==> config.mk <==
export PLATFORM = sky130hd
export DESIGN_NAME = rv32e_mem_arbiter
export DESIGN_NICKNAME = d
export VERILOG_FILES = /design/src/rtl/rv32e_arb_pkg.sv /design/src/rtl/rv32e_arb_watchdog.sv /design/src/rtl/rv32e_mem_arbiter.sv
export SDC_FILE = /design/constraint.sdc
export NUM_CORES = 1
export LEC_CHECK = 0
export ABC_AREA = 1
export CAP_MARGIN = 20
export CORE_UTILIZATION = 36
export CTS_CLUSTER_DIAMETER = 30
export DETAILED_ROUTE_END_ITERATION = 12
export GPL_ROUTABILITY_DRIVEN = 0
export GPL_TIMING_DRIVEN = 0
export PLACE_DENSITY_LB_ADDON = 0.2
export SYNTH_ARGS = -nofsm -noshare
export SYNTH_HDL_FRONTEND = slang
export SYNTH_SLANG_ARGS = --single-unit
==> constraint.sdc <==
create_clock -name clk -period 1.2 [get_ports clk]
set_input_delay 0.3 -clock clk [delete_from_list [all_inputs] [get_ports clk]]
set_output_delay 0.3 -clock clk [all_outputs]
set_load 0.05 [all_outputs]
==> src/rtl/rv32e_arb_pkg.sv <==
`default_nettype none
// ============================================================================
//  Module      : rv32e_arb_pkg
//  Description : Shared types and constants for the RV32E instruction/data
//                memory arbiter (FSM states, grant owner, NOP word, timeout).
//  Revision    : 1.0 - initial release
// ============================================================================
package rv32e_arb_pkg;

  // Arbiter FSM states: idle, instruction transfer, data transfer
  typedef enum logic [1:0] {
    ST_IDLE = 2'd0,
    ST_IBUS = 2'd1,
    ST_DBUS = 2'd2
  } arb_state_e;

  // Owner of the most recently completed transfer
  typedef enum logic {
    GRANT_I = 1'b0,
    GRANT_D = 1'b1
  } arb_grant_e;

  // ADDI x0,x0,0 -- returned to the fetch port when a transfer times out
  localparam logic [31:0] ARB_NOP_WORD        = 32'h0000_0013;
  localparam int unsigned ARB_TIMEOUT_DEFAULT = 16;
  localparam logic [3:0]  ARB_BE_WORD         = 4'b1111;

endpackage : rv32e_arb_pkg
`default_nettype wire

==> src/rtl/rv32e_arb_watchdog.sv <==
`default_nettype none
// ============================================================================
//  Module      : rv32e_arb_watchdog
//  Description : Counts cycles a bus request waits for mem_ready. Fires a
//                one-cycle expire strobe on the TIMEOUT_CYCLES-th waiting
//                cycle and keeps a sticky bus_error flag until reset.
//                Only instantiated when ARB_TIMEOUT_EN is defined.
//  Revision    : 1.0 - initial release
// ============================================================================
module rv32e_arb_watchdog #(
  parameter int unsigned TIMEOUT_CYCLES = 16
) (
  input  logic clk,
  input  logic reset,
  input  logic busy_i,
  input  logic ready_i,
  output logic expire_o,
  output logic bus_error_o
);

  localparam int unsigned      CNT_W    = $clog2(TIMEOUT_CYCLES + 1);
  localparam logic [CNT_W-1:0] CNT_LAST = CNT_W'(TIMEOUT_CYCLES - 1);

  logic [CNT_W-1:0] cnt_q;
  logic [CNT_W-1:0] cnt_d;
  logic             bus_error_q;

  // Expire on the last allowed waiting cycle; a late ready still wins
  assign expire_o    = busy_i & ~ready_i & (cnt_q == CNT_LAST);
  assign bus_error_o = bus_error_q;

  // Next wait count: cleared whenever no transfer is stalled on memory
  always_comb begin
    cnt_d = cnt_q;
    if (!busy_i || ready_i || expire_o) begin
      cnt_d = '0;
    end else begin
      cnt_d = cnt_q + 1'b1;
    end
  end

  // Wait counter and sticky error flag
  always_ff @(posedge clk) begin
    if (reset) begin
      cnt_q       <= '0;
      bus_error_q <= 1'b0;
    end else begin
      cnt_q <= cnt_d;
      if (expire_o) begin
        bus_error_q <= 1'b1;
      end
    end
  end

endmodule : rv32e_arb_watchdog
`default_nettype wire

==> src/rtl/rv32e_mem_arbiter.sv <==
`default_nettype none
// ============================================================================
//  Module      : rv32e_mem_arbiter
//  Description : Shares one single-port memory between the RV32E fetch port
//                and data port. One outstanding transfer at a time, D-first
//                arbitration that alternates when both ports wait.
//                Optional macro ARB_TIMEOUT_EN adds a mem_ready watchdog that
//                completes a stuck transfer with a NOP/zero word and raises a
//                sticky bus_error.
//  Revision    : 1.0 - initial release
// ============================================================================
module rv32e_mem_arbiter
  import rv32e_arb_pkg::*;
#(
  parameter int unsigned TIMEOUT_CYCLES = ARB_TIMEOUT_DEFAULT
) (
  input  logic        clk,
  input  logic        reset,
  // instruction port
  input  logic        imem_read,
  input  logic [31:0] imem_addr,
  output logic [31:0] imem_data,
  output logic        imem_valid,
  output logic        imem_stall,
  // data port
  input  logic        dmem_read,
  input  logic        dmem_write,
  input  logic [31:0] dmem_addr,
  input  logic [31:0] dmem_data_out,
  input  logic [3:0]  dmem_byte_enable,
  output logic [31:0] dmem_data_in,
  output logic        dmem_valid,
  output logic        dmem_stall,
  // unified memory
  output logic        mem_req,
  output logic        mem_we,
  output logic [31:0] mem_addr,
  output logic [31:0] mem_wdata,
  output logic [3:0]  mem_be,
  input  logic        mem_ready,
  input  logic [31:0] mem_rdata,
  output logic        bus_error
);

  arb_state_e  state_q;
  arb_grant_e  last_grant_q;
  logic        mem_req_q;
  logic        mem_we_q;
  logic [31:0] mem_addr_q;
  logic [31:0] mem_wdata_q;
  logic [3:0]  mem_be_q;
  logic [31:0] imem_data_q;
  logic        imem_valid_q;
  logic [31:0] dmem_data_q;
  logic        dmem_valid_q;
  logic        d_pend;
  logic        i_pend;
  logic        wd_expire;

  assign i_pend = imem_read;
  assign d_pend = dmem_read | dmem_write;

`ifdef ARB_TIMEOUT_EN
  rv32e_arb_watchdog #(
    .TIMEOUT_CYCLES (TIMEOUT_CYCLES)
  ) u_watchdog (
    .clk         (clk),
    .reset       (reset),
    .busy_i      (mem_req_q),
    .ready_i     (mem_ready),
    .expire_o    (wd_expire),
    .bus_error_o (bus_error)
  );
`else
  // Without the watchdog a transfer waits for mem_ready indefinitely
  logic [31:0] unused_timeout_w;
  assign unused_timeout_w = TIMEOUT_CYCLES;
  assign wd_expire        = 1'b0;
  assign bus_error        = 1'b0;
`endif

  // Arbitration, request latching and completion; all outputs registered
  always_ff @(posedge clk) begin
    if (reset) begin
      state_q      <= ST_IDLE;
      last_grant_q <= GRANT_I;
      mem_req_q    <= 1'b0;
      mem_we_q     <= 1'b0;
      mem_addr_q   <= '0;
      mem_wdata_q  <= '0;
      mem_be_q     <= '0;
      imem_data_q  <= '0;
      imem_valid_q <= 1'b0;
      dmem_data_q  <= '0;
      dmem_valid_q <= 1'b0;
    end else begin
      imem_valid_q <= 1'b0;
      dmem_valid_q <= 1'b0;
      case (state_q)
        ST_IDLE: begin
          // D wins unless it also won last time and I is waiting
          if (d_pend && (!i_pend || (last_grant_q != GRANT_D))) begin
            state_q     <= ST_DBUS;
            mem_req_q   <= 1'b1;
            mem_we_q    <= dmem_write;
            mem_addr_q  <= dmem_addr;
            mem_wdata_q <= dmem_write ? dmem_data_out : 32'h0;
            mem_be_q    <= dmem_write ? dmem_byte_enable : ARB_BE_WORD;
          end else if (i_pend) begin
            state_q     <= ST_IBUS;
            mem_req_q   <= 1'b1;
            mem_we_q    <= 1'b0;
            mem_addr_q  <= imem_addr;
            mem_wdata_q <= 32'h0;
            mem_be_q    <= ARB_BE_WORD;
          end
        end
        ST_IBUS: begin
          if (mem_ready || wd_expire) begin
            imem_data_q  <= mem_ready ? mem_rdata : ARB_NOP_WORD;
            imem_valid_q <= 1'b1;
            state_q      <= ST_IDLE;
            mem_req_q    <= 1'b0;
            mem_we_q     <= 1'b0;
            last_grant_q <= GRANT_I;
          end
        end
        ST_DBUS: begin
          if (mem_ready || wd_expire) begin
            dmem_data_q  <= mem_ready ? mem_rdata : 32'h0;
            dmem_valid_q <= 1'b1;
            state_q      <= ST_IDLE;
            mem_req_q    <= 1'b0;
            mem_we_q     <= 1'b0;
            last_grant_q <= GRANT_D;
          end
        end
        default: begin
          state_q   <= ST_IDLE;
          mem_req_q <= 1'b0;
          mem_we_q  <= 1'b0;
        end
      endcase
    end
  end

  assign mem_req      = mem_req_q;
  assign mem_we       = mem_we_q;
  assign mem_addr     = mem_addr_q;
  assign mem_wdata    = mem_wdata_q;
  assign mem_be       = mem_be_q;
  assign imem_data    = imem_data_q;
  assign imem_valid   = imem_valid_q;
  assign dmem_data_in = dmem_data_q;
  assign dmem_valid   = dmem_valid_q;

  // A port stalls while it asks and its completion pulse is not present
  assign imem_stall = imem_read & ~imem_valid_q;
  assign dmem_stall = (dmem_read | dmem_write) & ~dmem_valid_q;

endmodule : rv32e_mem_arbiter
`default_nettype wire

==> results of run 1 <==
cells in the mapped netlist (all sizes together):
| library cell | number |
|---|---|
| a21oi | 36 |
| a31o | 1 |
| buf | 25 |
| clkbuf | 31 |
| conb | 1 |
| dfxtp | 139 |
| ha | 3 |
| inv | 41 |
| nand2 | 108 |
| nand3 | 2 |
| nand4 | 35 |
| nor2 | 238 |
| o21ai | 101 |
cell type report:
cell class / instances / area [um^2] / area share
plain buffers: 53 / 582 / 0.0514
diodes: 1 / 2.50 / 0.000221
repair buffers: 336 / 4000 / 0.354
inverters: 41 / 186 / 0.0165
well taps: 184 / 230 / 0.0203
clock inverters: 10 / 143 / 0.0126
flip-flops and latches: 139 / 2980 / 0.263
multi-input cells: 526 / 2740 / 0.243
clock buffers: 22 / 444 / 0.0393
power groups by stage:
| stage | registers (mW) | logic (mW) | clock network (mW) |
|---|---|---|---|
| after floorplan | 6.64 | 1.20 | 0 |
| after global placement | 5.30 | 4.10 | 0 |
| after detailed placement | 5.31 | 4.12 | 0 |
| after CTS | 5.43 | 4.95 | 5.34 |
| after global routing | 5.49 | 5.65 | 5.57 |
| final | 5.46 | 5.37 | 5.31 |
worst max-delay path, cell delays in order, from the launching register on:
cell     delay, ns
dfxtp_2       0.34
inv_4         0.07
buf_6         0.10
ha_4          0.17
nand2_8       0.12
inv_12        0.15
buf_8         0.14
nor2_1        0.06
nor2_1        0.15
metrics by stage:
step	std cells	hold slack, ns	utilization	instance area (um^2)
3_5_place_dp	1219	0.453	0.579	8540
6_report	1312	0.199	0.767	11300
4_1_cts	1286	0.189	0.722	10700
3_3_place_gp	1219	0.448	0.579	8540
5_1_grt	1312	0.203	0.767	11300
2_1_floorplan	761	0.384	-	5570
what timing repair did:
item	4_1_cts	5_1_grt
cloned	15	1
pin swaps	21	44
setup buffers	20	27
resized for setup	1380	177
setup endpoints to repair	274	274
cell usage in the layout (no fill, tap or decap), drive strengths merged, types with 2 or more instances in the layout:
cell type,n
clkbuf,58
clkinvlp,4
nor2,238
o21ai,101
buf,218
ha,3
dlygate4sd2,2
dfxtp,139
nand4,35
a21oi,36
nand2,109
clkdlybuf4s50,133
nand3,2
inv,42
clkinv,2
bufinv,3
routing by layer:
metal | routed length (um) | up-vias
met2 | 11800 | 269
met3 | 1750 | 60
li1 | - | 3163
met4 | 725 | 0
met1 | 8120 | 3079
met5 | 0 | -
logic make-up after synthesis:
kind of cell,synth area share
and+or+nand+nor,0.286
DFF,0.503
AOI/OAI and AO/OA,0.126
buffers and inverters,0.0769
adders and majority gates,0.00679
other,0.000678
registers in the layout, indices dropped and copies added (netlist names):
name,cells
mem_req,1
imem_data,32
mem_be,4
mem_we,1
dmem_data_in,32
dmem_valid,1
mem_addr,32
imem_valid,1
state_q,2
last_grant_q,1
mem_wdata,32
how the worst max path moves through the flow:
stage                             endpoint  slack [ns]  depth (start not counted)
after global routing      dmem_data_in[20]       -0.23                          6
after global placement          dmem_stall       -0.98                          4
final                        imem_data[21]       -0.19                          8
after floorplan              imem_data[10]       -0.02                          7
after detailed placement        dmem_stall       -0.98                          4
after CTS                     mem_addr[25]       -0.13                         10
==> flow_metrics.tcl, run 1 <==
set metrics [dict create \
    busiest_layer "met2" \
    fp.dieH_um 126 \
    n_fill_cell 972 \
    coreArea_um2 14800 \
    reg2reg_to "imem_data[21]" \
    met1_usage 0.267 \
    rsz0062_at_grt "yes" \
    finalPower_mw 16.1 \
    tightest_slew_ns 0.502 \
    grt_pass1_wl_um 31800 \
    die_area_um2 15900 \
    htree_levels 4 \
    final.min_clock_period_ns 1.39 \
    hold_depth 3 \
    hold_viol_final 0 \
    syn_inst 761 \
    ys_seq_area_frac 0.503 \
    drc_errors 0 \
    fmax_mhz 722 \
    crit_type "register to register" \
    ctsHoldBuffers 0 \
    antenna_found_initial 1 \
    syn_area_um2 5530 \
    drtAntennaViolNets 0 \
    seq_power_share 0.338 \
    grt_pass1_vias 6223 \
    syn2layout_area_growth_pct 105 \
    nNetsFinal 1255 \
    firstDrtPassIters 5 \
    insertion_delay_ns 0.42 \
    drive_gt1_frac 0.470 \
    portBuffers 274 \
    wire_per_inst_um 17.1 \
    drtIter0Drc 398 \
    viasPerCell 5.01 \
    clk_pin_slew_ns 0.06 \
    r2r-start "state_q[1]" \
    wl_um 22400 \
    p_int_mw 10.8 \
    setup_slack_ns -0.186 \
    synth-seq-cells 139 \
    yosysWarningCount 0 \
    tns_ns -10.12 \
    grt_max_degree 17 \
    period_share 1.15 \
    cp.required_ns 1.54 \
    leakage_nw 4.87 \
    outcome "finished, violations left" \
    met3_usage 0.0947 \
    gr-total-overflow 0 \
    synth_largest_area_cell "dfxtp_1" \
    path_max_fanout 8 \
    syn_area_per_cell_um2 7.27 \
    reg2reg_slack_ns -0.19 \
    reg2reg_depth 8 \
    endpoint_kind "register" \
    cts_tree "yes" \
    use_met2 0.470 \
    min_to "mem_wdata[26]" \
    min-delay-start "dmem_write" \
    io_pins 277 \
    hold_path.class "input port to register" \
    via_count 6571 \
    hpwl_um 12800 \
    dp_slack_ns -0.984 \
    synth_nets 902 \
    clk_path_buf_depth 2 \
    track_usage 0.258 \
    die_w_um 126 \
    p_per_area_nw_per_um2 1430 \
    cts_inserted_buffers 17 \
    vdd.ir_drop.worst_mv 1.18 \
    cts.sinks 139 \
    switching_power_mw 5.36 \
    startpoint "state_q[1]" \
    rows 44 \
    start_util 0.375 \
    synth_cell_types 22 \
    skew_ns 0.00829 \
    drv_slew 0 \
    synth_top_area_share 0.503 \
    swShare 0.332 \
    ys_top_cells_by_area "dfxtp_1 50%, nor2_1 16%, o21ai_0 9.1%" \
    cap_violations 0 \
    worst_setup_path_start_kind "register" \
    violations "setup timing" \
    slew_headroom 0.665 \
    power_frac_comb 0.333 \
    root_buffer "clkbuf_16" \
    setup_viol 241 \
    clkPwrFrac 0.329 \
    crit_arrival_ns 1.72 \
]
Note: power is estimated with default switching activity, not from simulation.
==> inputs of run 2 (changes only) <==
Settings changed: CORE_AREA set to 2 2 109 111, CORE_UTILIZATION 36 to not set, DIE_AREA set to 0 0 111 113, DONT_BUFFER_PORTS set to 1, SLEW_MARGIN set to 0.
==> run 2 against run 1 <==
  * The run still ends with setup timing left
  * Worst setup slack lost 0.061 ns
  * Flip-flop and latch count unchanged
  * Critical path depth is 7 lower
  * Hold slack worse by 0.19 ns
  * Via count decreased by 17%
  * Non-clock buffer count shrank 293
  * First-iteration DRC count shrank 3.3%
  * Combinational power is 47% lower
  * Cell area fell by 24%
  * Sequential power is 23% higher
  * Clock power down 2%
==> flow_metrics.tcl, run 2 (synthesis gave the netlist of run 1 again) <==
set metrics [dict create \
    outcome "finished, violations left" \
    violations "setup timing" \
    cts_tree "yes" \
    slew_headroom 0.612 \
    path_max_fanout 2 \
    leakage_nw 3.40 \
    hold_slack_ns 0.0115 \
    reg2reg_to "imem_data[15]" \
    fmax_mhz 691 \
    min-delay-start "dmem_byte_enable[0]" \
    worst_setup_path_start_kind "register" \
    reg2reg_slack_ns -0.21 \
    grt_max_degree 17 \
    drtAntennaViolNets 0 \
    clk_pin_slew_ns 0.06 \
    gr-total-overflow 0 \
    cts.sinks 139 \
    crit_buf_inv 0 \
    grt_pass1_wl_um 27100 \
    r2r-start "state_q[1]" \
    vdd.ir_drop.worst_mv 1.28 \
    wl_um 19200 \
    io_pins 277 \
    hold_path.class "input port to register" \
    drive_gt1_frac 0.508 \
    final_common_cell "nor2_1" \
    reg2reg_depth 8 \
    via_count 5446 \
    nNetsFinal 961 \
    min_to "mem_be[0]" \
    tightest_slew_ns 0.582 \
    cp_slowest_cell "dfxtp_4" \
    p_per_area_nw_per_um2 1720 \
    diodes 0 \
    cp.required_ns 0.90 \
    period_share 1.21 \
    cp_cell_sequence "nor2_4" \
    portBuffers 0 \
    htree_levels 4 \
    rows 39 \
    rsz0062_at_grt "yes" \
    insertion_delay_ns 0.42 \
    slowest_delay_ns 0.41 \
    final.min_clock_period_ns 1.45 \
    endpoint_kind "primary output" \
    coreArea_um2 11300 \
    track_usage 0.271 \
    die_w_um 111 \
    setup_slack_ns -0.247 \
    hpwl_um 11800 \
    viasPerCell 5.58 \
    hold_depth 2 \
    skew_ns 0.00687 \
    grt_pass1_vias 5357 \
    syn2layout_area_growth_pct 54.9 \
    die_area_um2 12500 \
    crit_family "flip-flops" \
    finalPower_mw 14.8 \
    dp_slack_ns -0.450 \
    cts_inserted_buffers 17 \
    tns_ns -12.59 \
    clk_path_buf_depth 2 \
    drc_errors 0 \
    drv_slew 0 \
    hold_viol_final 0 \
    fp.dieH_um 113 \
    wire_per_inst_um 19.6 \
    root_buffer "clkbuf_16" \
    start_util 0.491 \
    antenna_found_initial 0 \
    firstDrtPassIters 5 \
    crit_arrival_ns 1.15 \
    drtIter0Drc 385 \
    setup_viol 138 \
    final_cell_mix "152 x nor2_1, 136 x dfxtp_4, 70 x nand2_1, 50 x nor2_2, 41 x o21ai_1" \
    cap_violations 0 \
    crit_type "register to primary output" \
    final_util 0.760 \
]
[run 2: cell types whose count changed in the layout (fill, tap and decap cells not counted), moves of 15 or more]
cell             delta
dfxtp_2           -127
o21ai_1            -15
nor2_1             -34
nor2_4             +23
buf_8             -128
buf_4              -32
dfxtp_4           +127
buf_12             +17
clkdlybuf4s50_1   -133
[run 2: repair_timing]
action                                 in CTS  in global routing
setup endpoints to repair                 274                138
setup buffers                              23                  7
cloned                                      7                  6
pin swaps                                  68                 62
endpoints found under the hold margin       3                  0
hold buffers                                3                  0
gates resized for setup                   475                203
[run 2: worst max-delay path by stage]
stage	startpoint	to	slack, ns	cells past startpoint
floorplan	state_q[1]	imem_data[10]	-0.02	7
global placement	reset	imem_data[3]	-0.39	5
detailed placement	reset	dmem_data_in[26]	-0.45	5
CTS	dmem_valid	dmem_stall	-0.27	1
global route	dmem_valid	dmem_stall	-0.28	1
finish	dmem_valid	dmem_stall	-0.25	1
[run 2: report_power, final]
| part | internal, mW | switching [mW] | total (mW) |
|---|---|---|---|
| logic | 1.36 | 1.47 | 2.83 |
| clock network | 3.26 | 1.95 | 5.21 |
| registers | 5.03 | 1.70 | 6.73 |
| total | 9.66 | 5.11 | 14.8 |
[run 2: per-layer routing]
metal  share of wire  GRT usage  up-vias
li1                -          -     2567
met1            0.36      0.291     2556
met2            0.52      0.483      268
met3           0.090      0.102       55
met4           0.033      0.115        0
met5               0          0        -
[run 2: final cells by class]
type	instances	area [um^2]
tap	143	179
clock buffer	21	480
timing repair buffer	41	617
clock inverter	11	116
multi-input combinational	525	3110
buffer	55	579
inverter	41	184
sequential	139	3300
fill	732	2710
[run 2: stage by stage]
stage               instances  area [um^2]
detailed placement        904         5750
CTS                       968         7860
global route              976         8560
floorplan                 761         5570
global placement          904         5750
finish                    976         8560
